$ cat src/rtl/spi_mem_pkg.sv
// Shared types and constants for the SPI memory read engine.
// Optional build macro: SPI_MEM_FAST_READ_EN selects the FAST READ (0x0B) command with
// eight dummy clocks after the address; otherwise the plain READ (0x03) command is used.
package spi_mem_pkg;

  typedef enum logic [2:0] {
    StIdle,
    StCsSetup,
    StHdr,
    StData,
    StStall,
    StCsHold,
    StFinish
  } spi_state_t;

  localparam logic [7:0]  CMD_READ      = 8'h03;
  localparam logic [7:0]  CMD_FAST_READ = 8'h0B;
  localparam int unsigned ADDR_W        = 24;

`ifdef SPI_MEM_FAST_READ_EN
  // Command, address, then one byte of dummy clocks with MOSI low.
  localparam int unsigned HDR_BITS = 40;
`else
  localparam int unsigned HDR_BITS = 32;
`endif

  // Serial header shifted out MSB first ahead of the data phase.
  function automatic logic [HDR_BITS-1:0] hdr_build(input logic [ADDR_W-1:0] addr);
`ifdef SPI_MEM_FAST_READ_EN
    return {CMD_FAST_READ, addr, 8'h00};
`else
    return {CMD_READ, addr};
`endif
  endfunction

endpackage

$ cat src/rtl/spi_mem_reader_if.sv
// Request, byte-stream and SPI pin bundle of the SPI memory read engine.
// slave: the read engine itself; master: the control/downstream/pin side facing it.
interface spi_mem_reader_if
  import spi_mem_pkg::*;
#(
  parameter int unsigned LEN_W = 16
) ();

  logic              start;
  logic [ADDR_W-1:0] addr;
  logic [LEN_W-1:0]  len;
  logic              busy;
  logic              done;
  logic [7:0]        rd_data;
  logic              rd_valid;
  logic              rd_ready;
  logic              spi_clk;
  logic              spi_mosi;
  logic              spi_miso;
  logic              spi_cs_n;

  modport slave (
    input  start, addr, len, rd_ready, spi_miso,
    output busy, done, rd_data, rd_valid, spi_clk, spi_mosi, spi_cs_n
  );

  modport master (
    output start, addr, len, rd_ready, spi_miso,
    input  busy, done, rd_data, rd_valid, spi_clk, spi_mosi, spi_cs_n
  );

endinterface

$ cat src/rtl/spi_clk_gen.sv
// SPI clock divider: each half-period lasts CLK_DIV cycles. rise_o/fall_o flag the cycle whose
// closing edge drives sclk_o 0->1 / 1->0. hold_i parks the clock low and restarts the low phase,
// so the owner must only raise it while the clock is already low.
module spi_clk_gen #(
  parameter int unsigned CLK_DIV = 4
) (
  input  logic clk_i,
  input  logic rst_ni,
  input  logic en_i,
  input  logic hold_i,
  output logic sclk_o,
  output logic rise_o,
  output logic fall_o
);

  localparam int unsigned CntW = (CLK_DIV > 2) ? $clog2(CLK_DIV) : 1;

  logic [CntW-1:0] cnt_q, cnt_d;
  logic            sclk_q, sclk_d;
  logic            run, tick;

  // Half-period counter and toggle decision.
  always_comb begin
    run    = en_i && !hold_i;
    tick   = (cnt_q == CntW'(CLK_DIV - 1));
    cnt_d  = cnt_q;
    sclk_d = sclk_q;
    rise_o = run && tick && !sclk_q;
    fall_o = run && tick && sclk_q;
    if (!run) begin
      cnt_d  = '0;
      sclk_d = 1'b0;
    end else if (tick) begin
      cnt_d  = '0;
      sclk_d = !sclk_q;
    end else begin
      cnt_d  = cnt_q + 1'b1;
    end
  end

  // Divider state, synchronous active-low reset.
  always_ff @(posedge clk_i) begin
    if (!rst_ni) begin
      cnt_q  <= '0;
      sclk_q <= 1'b0;
    end else begin
      cnt_q  <= cnt_d;
      sclk_q <= sclk_d;
    end
  end

  assign sclk_o = sclk_q;

endmodule

$ cat src/rtl/spi_mem_reader.sv
// SPI mode-0 master read engine: issues READ + 24-bit address, shifts in len bytes and hands
// each one downstream over rd_valid/rd_ready, parking SPI_CLK low while a byte is pending.
// Optional build macro: SPI_MEM_FAST_READ_EN (FAST READ command plus eight dummy clocks).
module spi_mem_reader
  import spi_mem_pkg::*;
#(
  parameter int unsigned CLK_DIV = 4,
  parameter int unsigned LEN_W   = 16,
  parameter int unsigned CS_GAP  = 4
) (
  input logic              CLKA,
  input logic              rst_n,
  spi_mem_reader_if.slave  bus
);

  localparam int unsigned WaitW = $clog2(CLK_DIV + CS_GAP + 1);
  localparam int unsigned BitW  = 6;

  spi_state_t          state_q, state_d;
  logic [ADDR_W-1:0]   addr_q;
  logic [LEN_W-1:0]    rem_q;
  logic [HDR_BITS-1:0] hdr_q;
  logic [BitW-1:0]     bit_q;
  logic [7:0]          shift_q;
  logic [WaitW-1:0]    wait_q;
  logic                cs_n_q, busy_q, done_q, valid_q;
  logic [7:0]          data_q;

  logic sclk, rise, fall;
  logic clk_en, clk_hold;
  logic accept, take, byte_end, load, last, hdr_start, hold_enter;

  spi_clk_gen #(
    .CLK_DIV (CLK_DIV)
  ) u_clk_gen (
    .clk_i  (CLKA),
    .rst_ni (rst_n),
    .en_i   (clk_en),
    .hold_i (clk_hold),
    .sclk_o (sclk),
    .rise_o (rise),
    .fall_o (fall)
  );

  // Next-state and per-cycle strobes.
  always_comb begin
    state_d    = state_q;
    accept     = (state_q == StIdle) && bus.start;
    take       = valid_q && bus.rd_ready;
    byte_end   = (state_q == StData) && fall && (bit_q == '0);
    last       = (rem_q == LEN_W'(1));
    // A finished byte may load when the holding slot is empty or being emptied this cycle.
    load       = (byte_end && (!valid_q || bus.rd_ready)) || ((state_q == StStall) && take);
    hdr_start  = (state_q == StCsSetup) && (wait_q == '0);
    clk_en     = (state_q == StHdr) || (state_q == StData) || (state_q == StStall);
    clk_hold   = (state_q == StStall);
    case (state_q)
      StIdle:    if (bus.start) state_d = (bus.len == '0) ? StFinish : StCsSetup;
      StCsSetup: if (wait_q == '0) state_d = StHdr;
      StHdr:     if (fall && (bit_q == '0)) state_d = StData;
      StData:    if (byte_end) state_d = load ? (last ? StCsHold : StData) : StStall;
      StStall:   if (load) state_d = last ? StCsHold : StData;
      StCsHold:  if (wait_q == '0) state_d = StFinish;
      StFinish:  state_d = StIdle;
      default:   state_d = StIdle;
    endcase
    hold_enter = (state_d == StCsHold) && (state_q != StCsHold);
  end

  // FSM state register.
  always_ff @(posedge CLKA) begin
    if (!rst_n) state_q <= StIdle;
    else        state_q <= state_d;
  end

  // Request latches, timers, serial shifters and the one-byte output slot.
  always_ff @(posedge CLKA) begin
    if (!rst_n) begin
      addr_q  <= '0;
      rem_q   <= '0;
      hdr_q   <= '0;
      bit_q   <= '0;
      shift_q <= '0;
      wait_q  <= '0;
      cs_n_q  <= 1'b1;
      busy_q  <= 1'b0;
      done_q  <= 1'b0;
      valid_q <= 1'b0;
      data_q  <= '0;
    end else begin
      done_q <= (state_q == StFinish);

      if (accept) begin
        addr_q <= bus.addr;
        busy_q <= 1'b1;
        if (bus.len != '0) cs_n_q <= 1'b0;
      end else if (state_q == StFinish) begin
        busy_q <= 1'b0;
      end

      // One down-counter serves both the CS setup delay and the trailing low phase + CS gap.
      if (accept) begin
        wait_q <= WaitW'(CLK_DIV - 1);
      end else if (hold_enter) begin
        wait_q <= WaitW'(CLK_DIV + CS_GAP - 1);
      end else if (wait_q != '0) begin
        wait_q <= wait_q - 1'b1;
      end

      if ((state_q == StCsHold) && (wait_q == WaitW'(CS_GAP))) cs_n_q <= 1'b1;

      // MOSI is the header MSB; zeros shift in behind it, so the data phase drives 0.
      if (hdr_start) begin
        hdr_q <= hdr_build(addr_q);
      end else if ((state_q == StHdr) && fall) begin
        hdr_q <= hdr_q << 1;
      end

      if (hdr_start) begin
        bit_q <= BitW'(HDR_BITS - 1);
      end else if (fall && ((state_q == StHdr) || (state_q == StData))) begin
        bit_q <= (bit_q == '0) ? BitW'(7) : bit_q - 1'b1;
      end

      if (rise) shift_q <= {shift_q[6:0], bus.spi_miso};

      if (accept) begin
        rem_q <= bus.len;
      end else if (load) begin
        rem_q <= rem_q - LEN_W'(1);
      end

      if (load) begin
        data_q  <= shift_q;
        valid_q <= 1'b1;
      end else if (take) begin
        valid_q <= 1'b0;
      end
    end
  end

  assign bus.busy     = busy_q;
  assign bus.done     = done_q;
  assign bus.rd_data  = data_q;
  assign bus.rd_valid = valid_q;
  assign bus.spi_clk  = sclk;
  assign bus.spi_mosi = hdr_q[HDR_BITS-1];
  assign bus.spi_cs_n = cs_n_q;

endmodule

$ cat src/flat_wrapper.sv
// flat-port wrapper written by rule: the top's interface ports become plain ports
module spi_mem_reader_flat import spi_mem_pkg::*;
#(
  parameter int unsigned CLK_DIV = 4,
  parameter int unsigned LEN_W   = 16,
  parameter int unsigned CS_GAP  = 4
)
  (CLKA, rst_n, bus_start, bus_addr, bus_len, bus_rd_ready, bus_spi_miso, bus_busy, bus_done, bus_rd_data, bus_rd_valid, bus_spi_clk, bus_spi_mosi, bus_spi_cs_n);
  spi_mem_reader_if #(.LEN_W(LEN_W)) bus_i ();
  input logic CLKA;
  input logic rst_n;
  input wire logic [$bits(bus_i.start)-1:0] bus_start;
  input wire logic [$bits(bus_i.addr)-1:0] bus_addr;
  input wire logic [$bits(bus_i.len)-1:0] bus_len;
  input wire logic [$bits(bus_i.rd_ready)-1:0] bus_rd_ready;
  input wire logic [$bits(bus_i.spi_miso)-1:0] bus_spi_miso;
  output wire logic [$bits(bus_i.busy)-1:0] bus_busy;
  output wire logic [$bits(bus_i.done)-1:0] bus_done;
  output wire logic [$bits(bus_i.rd_data)-1:0] bus_rd_data;
  output wire logic [$bits(bus_i.rd_valid)-1:0] bus_rd_valid;
  output wire logic [$bits(bus_i.spi_clk)-1:0] bus_spi_clk;
  output wire logic [$bits(bus_i.spi_mosi)-1:0] bus_spi_mosi;
  output wire logic [$bits(bus_i.spi_cs_n)-1:0] bus_spi_cs_n;
  assign bus_i.start = bus_start;
  assign bus_i.addr = bus_addr;
  assign bus_i.len = bus_len;
  assign bus_i.rd_ready = bus_rd_ready;
  assign bus_i.spi_miso = bus_spi_miso;
  assign bus_busy = bus_i.busy;
  assign bus_done = bus_i.done;
  assign bus_rd_data = bus_i.rd_data;
  assign bus_rd_valid = bus_i.rd_valid;
  assign bus_spi_clk = bus_i.spi_clk;
  assign bus_spi_mosi = bus_i.spi_mosi;
  assign bus_spi_cs_n = bus_i.spi_cs_n;
  spi_mem_reader #(.CLK_DIV(CLK_DIV), .LEN_W(LEN_W), .CS_GAP(CS_GAP)) u_core (.CLKA(CLKA), .rst_n(rst_n), .bus(bus_i));
endmodule
$ cat config.mk
export PLATFORM = sky130hd
export DESIGN_NAME = spi_mem_reader_flat
export DESIGN_NICKNAME = d
export VERILOG_FILES = /design/src/rtl/spi_mem_pkg.sv /design/src/rtl/spi_mem_reader_if.sv /design/src/rtl/spi_clk_gen.sv /design/src/rtl/spi_mem_reader.sv /design/src/flat_wrapper.sv
export SDC_FILE = /design/constraint.sdc
export NUM_CORES = 1
export LEC_CHECK = 0
export CAP_MARGIN = 20
export CORE_MARGIN = 2
export CORE_UTILIZATION = 30
export DETAILED_ROUTE_END_ITERATION = 16
export DONT_BUFFER_PORTS = 1
export PLACE_DENSITY = 0.51
export SLEW_MARGIN = 20
export SYNTH_ARGS = -nofsm -noshare
export SYNTH_HDL_FRONTEND = slang
export SYNTH_SLANG_ARGS = --single-unit
$ cat constraint.sdc
create_clock -name CLKA -period 4 [get_ports CLKA]
set_input_delay 0.4 -clock CLKA [delete_from_list [all_inputs] [get_ports CLKA]]
set_output_delay 0.4 -clock CLKA [all_outputs]
set_load 0.1 [all_outputs]
==> out/summary.txt <==
die area - 16,300 sq um
Hold EP - u_core.bus.spi_cs_n$_SDFFE_PP1P_
Routability Congestion - 0.788
Max-slew headroom - 31.7%
hold path startpoint - rst_n
total negative slack - 0 ps
clk_skew - 9.73 ps
vias in the first global route - 3,746
share of layout cells above drive strength 1 - 6.14%
number of nets in the layout - 617
top cell type's share of synthesized area - 47.0%
Max Freq - 0.395 GHz
DR WL/cell - 14.4 um
worst hold path depth - 1
largest net degree at the start of global routing - 56
critical path's largest stage delay - 750 ps
Top delay family on crit path - simple AND/OR/NAND/NOR gates
Fin. Hold Viols - 0
TritonCTS buffer count - 9
clk buf depth - 2
PortBufs - 0
Crit-path slowest cell - or2_2
PnR worst setup slack - 1470 ps
Post-Place Cells - 742
leakage - 0.00174 uW
CTS resizes - 0
Mean Syn Cell Area - 7.82 sq um
met2 GRT Util - 22.8%
core area - 15,100 sq um
DIE HEIGHT - 128 um
max-cap violations - 0
Max Transition Viols Final - 0
first-pass GRT wire length - 18,600 um
Area Overhead vs Synth - 9.52%
1st-iter DRT viols - 268
Synth Instances - 588
Cell variety after synth - 47
mapped cell area - 4600 sq um
critical path type - reg -> reg
critical path peak fanout - 55
FF-to-FF path depth - 8
Critical Path Stages - 8
number of synthesized register bits - 108
Post-synth EDFFs - 0
I/O Pins - 59
cell taking the most area after synthesis - dfxtp_1
Peak VDD IR - 0.212 mV
Commonest cells post-synth - nand2_1, dfxtp_1, a21oi_1
WP data arrival - 2810 ps
Routed WL - 10,900 um
worst path required time - 4270 ps
Most Frequent Cell on Critical Path - nand2b_1
Filler cells - 1,594
postcts setup bufs - 0
crit path cell chain - inv_1 > ha_1 > nor2b_1 > nand2b_1 > nand2b_1 > or2_2 > nand2_1 > a21oi_1
die width - 128 um
Seq/Total Area, Yosys - 47.0%
Worst Tran Pin Value - 1020 ps
Worst Setup End Kind - register
origin of the critical flop-to-flop path - u_core.wait_q[0]$_SDFFE_PN0P_
busiest layer in global routing - met2
FFs w/ async S/R, synth - 0%
count leader, synth - nand2_1
RR Endpoint - u_core.hdr_q[30]$_SDFFE_PP0P_
Hold Buf Count CTS - 0
Reg clk slew, reported paths - 70 ps
area of the multi-input gates - 2260 sq um
Bufs and invs on worst path - 1
Clock Root Buffer - clkbuf_16
pre-CTS WS - 1430 ps
total power draw - 2860 uW
CTS tree - done
drt pass-1 iters - 4
initial antenna violation count - 0
CP startpoint kind - register
drt drc - 0
placed standard-cell area - 4740 sq um
RSZ-0062 raised after global routing - false
met1 Use GR - 17.9%
Congestion Overflow GR - 0
min Tclk post-route - 2530 ps
DRT antenna net count - 0
syn_nets - 640
GRT Resource Usage Total - 14.0%
Tightest Hold Check Type - in -> reg
Ys Warns - 0
via count - 3,905
Site Rows - 45
PwrDens - 569 nW/um^2
worst skew pair latency - 350 ps
outcome - complete, no violations
n_diodes - 0
Via density - 5.15
CTS Sinks - 108
Main synth FF type - dfxtp_1
r2r setup slk - 1470 ps
DP HPWL - 7230 um
design area - 5040 sq um
H-tree depth - 3
final setup fails - 0
fin crit share - 63.3%
grt met3 use - 3.80%
FF+latch area - 2160 sq um
largest cells by area after synthesis - dfxtp_1, nand2_1, a21oi_1
Starting Density - 30.5%
fin cells - 758
==> worst max path at each step <==
stage / slack [ps] / end / startpoint
floorplan: 1260 / u_core.rem_q[10]$_SDFFE_PN0P_ / u_core.u_clk_gen.sclk_o$_SDFFE_PN0N_
detailed placement: 1430 / u_core.hdr_q[30]$_SDFFE_PP0P_ / u_core.wait_q[0]$_SDFFE_PN0P_
finish: 1470 / u_core.hdr_q[30]$_SDFFE_PP0P_ / u_core.wait_q[0]$_SDFFE_PN0P_
global route: 1140 / u_core.hdr_q[30]$_SDFFE_PP0P_ / u_core.wait_q[0]$_SDFFE_PN0P_
global placement: 1530 / u_core.wait_q[3]$_SDFFE_PP0N_ / u_core.u_clk_gen.cnt_q[0]$_SDFF_PP0_
CTS: 1400 / u_core.hdr_q[30]$_SDFFE_PP0P_ / u_core.wait_q[0]$_SDFFE_PN0P_
==> cells in the final DEF (no fill, tap or decap), types with 2 or more instances in the layout <==
| cell type | synthesis | routed |
|---|---|---|
| nand3_1 | 8 | 8 |
| dfxtp_1 | 108 | 108 |
| clkbuf_16 | 0 | 9 |
| ha_1 | 7 | 7 |
| nor2_1 | 43 | 42 |
| inv_1 | 9 | 8 |
| nand2_1 | 170 | 170 |
| clkinv_2 | 0 | 2 |
| nand2b_1 | 5 | 5 |
| or2_2 | 4 | 4 |
| a21oi_1 | 70 | 70 |
| and4_1 | 2 | 2 |
| nor3b_1 | 2 | 2 |
| a311oi_1 | 23 | 23 |
| nor2b_1 | 5 | 5 |
| nand4b_1 | 2 | 2 |
| inv_6 | 0 | 2 |
| o21a_1 | 4 | 4 |
| nor3_1 | 11 | 10 |
| buf_4 | 0 | 7 |
| nand4_1 | 5 | 5 |
| a221oi_1 | 2 | 2 |
| o311a_1 | 2 | 2 |
| xnor2_1 | 5 | 5 |
| or3_1 | 5 | 5 |
| a31oi_1 | 9 | 9 |
| and3_1 | 3 | 3 |
| nor4_1 | 7 | 7 |
| o311ai_0 | 2 | 2 |
| o21ai_0 | 13 | 13 |
| o211ai_1 | 2 | 2 |
| and2_1 | 3 | 3 |
==> sequential cells by signal, summed over array words and instances, names as in the netlist, 2 cells and up <==
register	flops
u_core.bus.rd_data	8
u_core.shift_q	8
u_core.hdr_q	32
u_core.bit_q	6
u_core.state_q	3
u_core.addr_q	24
u_core.u_clk_gen.cnt_q	2
u_core.wait_q	4
u_core.rem_q	16
==> metal layers <==
metal / up-vias / routed length, um
met3: 12 / 542
met1: 1842 / 5030
met4: 0 / 210
met5: - / 0
met2: 69 / 5120
li1: 1982 / -
==> area by class of cell <==
| class | instances | area share (%) |
|---|---|---|
| Timing Repair Buffer | 7 | 1.04 |
| Clock buffer | 9 | 4.47 |
| Clock inverter | 7 | 1.47 |
| Multi-Input combinational cell | 430 | 44.8 |
| Inverter | 9 | 0.670 |
| Tap cell | 188 | 4.67 |
| Sequential cell | 108 | 42.9 |
==> metrics by stage <==
stage	utilization [%]	hold WS, ps
3_3_place_gp	31.4	411
5_1_grt	33.4	105
6_report	33.4	121
3_5_place_dp	31.4	419
2_1_floorplan	-	404
4_1_cts	33.4	107
==> power breakdown <==
part           internal [uW]  switching (uW)
sequential              1230             137
combinational            221             374
clock                    489             414
==> cells by family (layout without fill, tap and decap cells) <==
family | after synthesis | after routing | share of synthesized area, %
and+or+nand+nor | 281 | 281 | 27.0
xor gates and xnor gates | 6 | 6 | 1.14
AOI/OAI and AO/OA | 136 | 136 | 18.8
adders and majority gates | 7 | 7 | 1.90
DFF | 108 | 108 | 47.0
buffers and inverters | 50 | 32 | 4.13
Note: power is estimated with default switching activity, not from simulation.
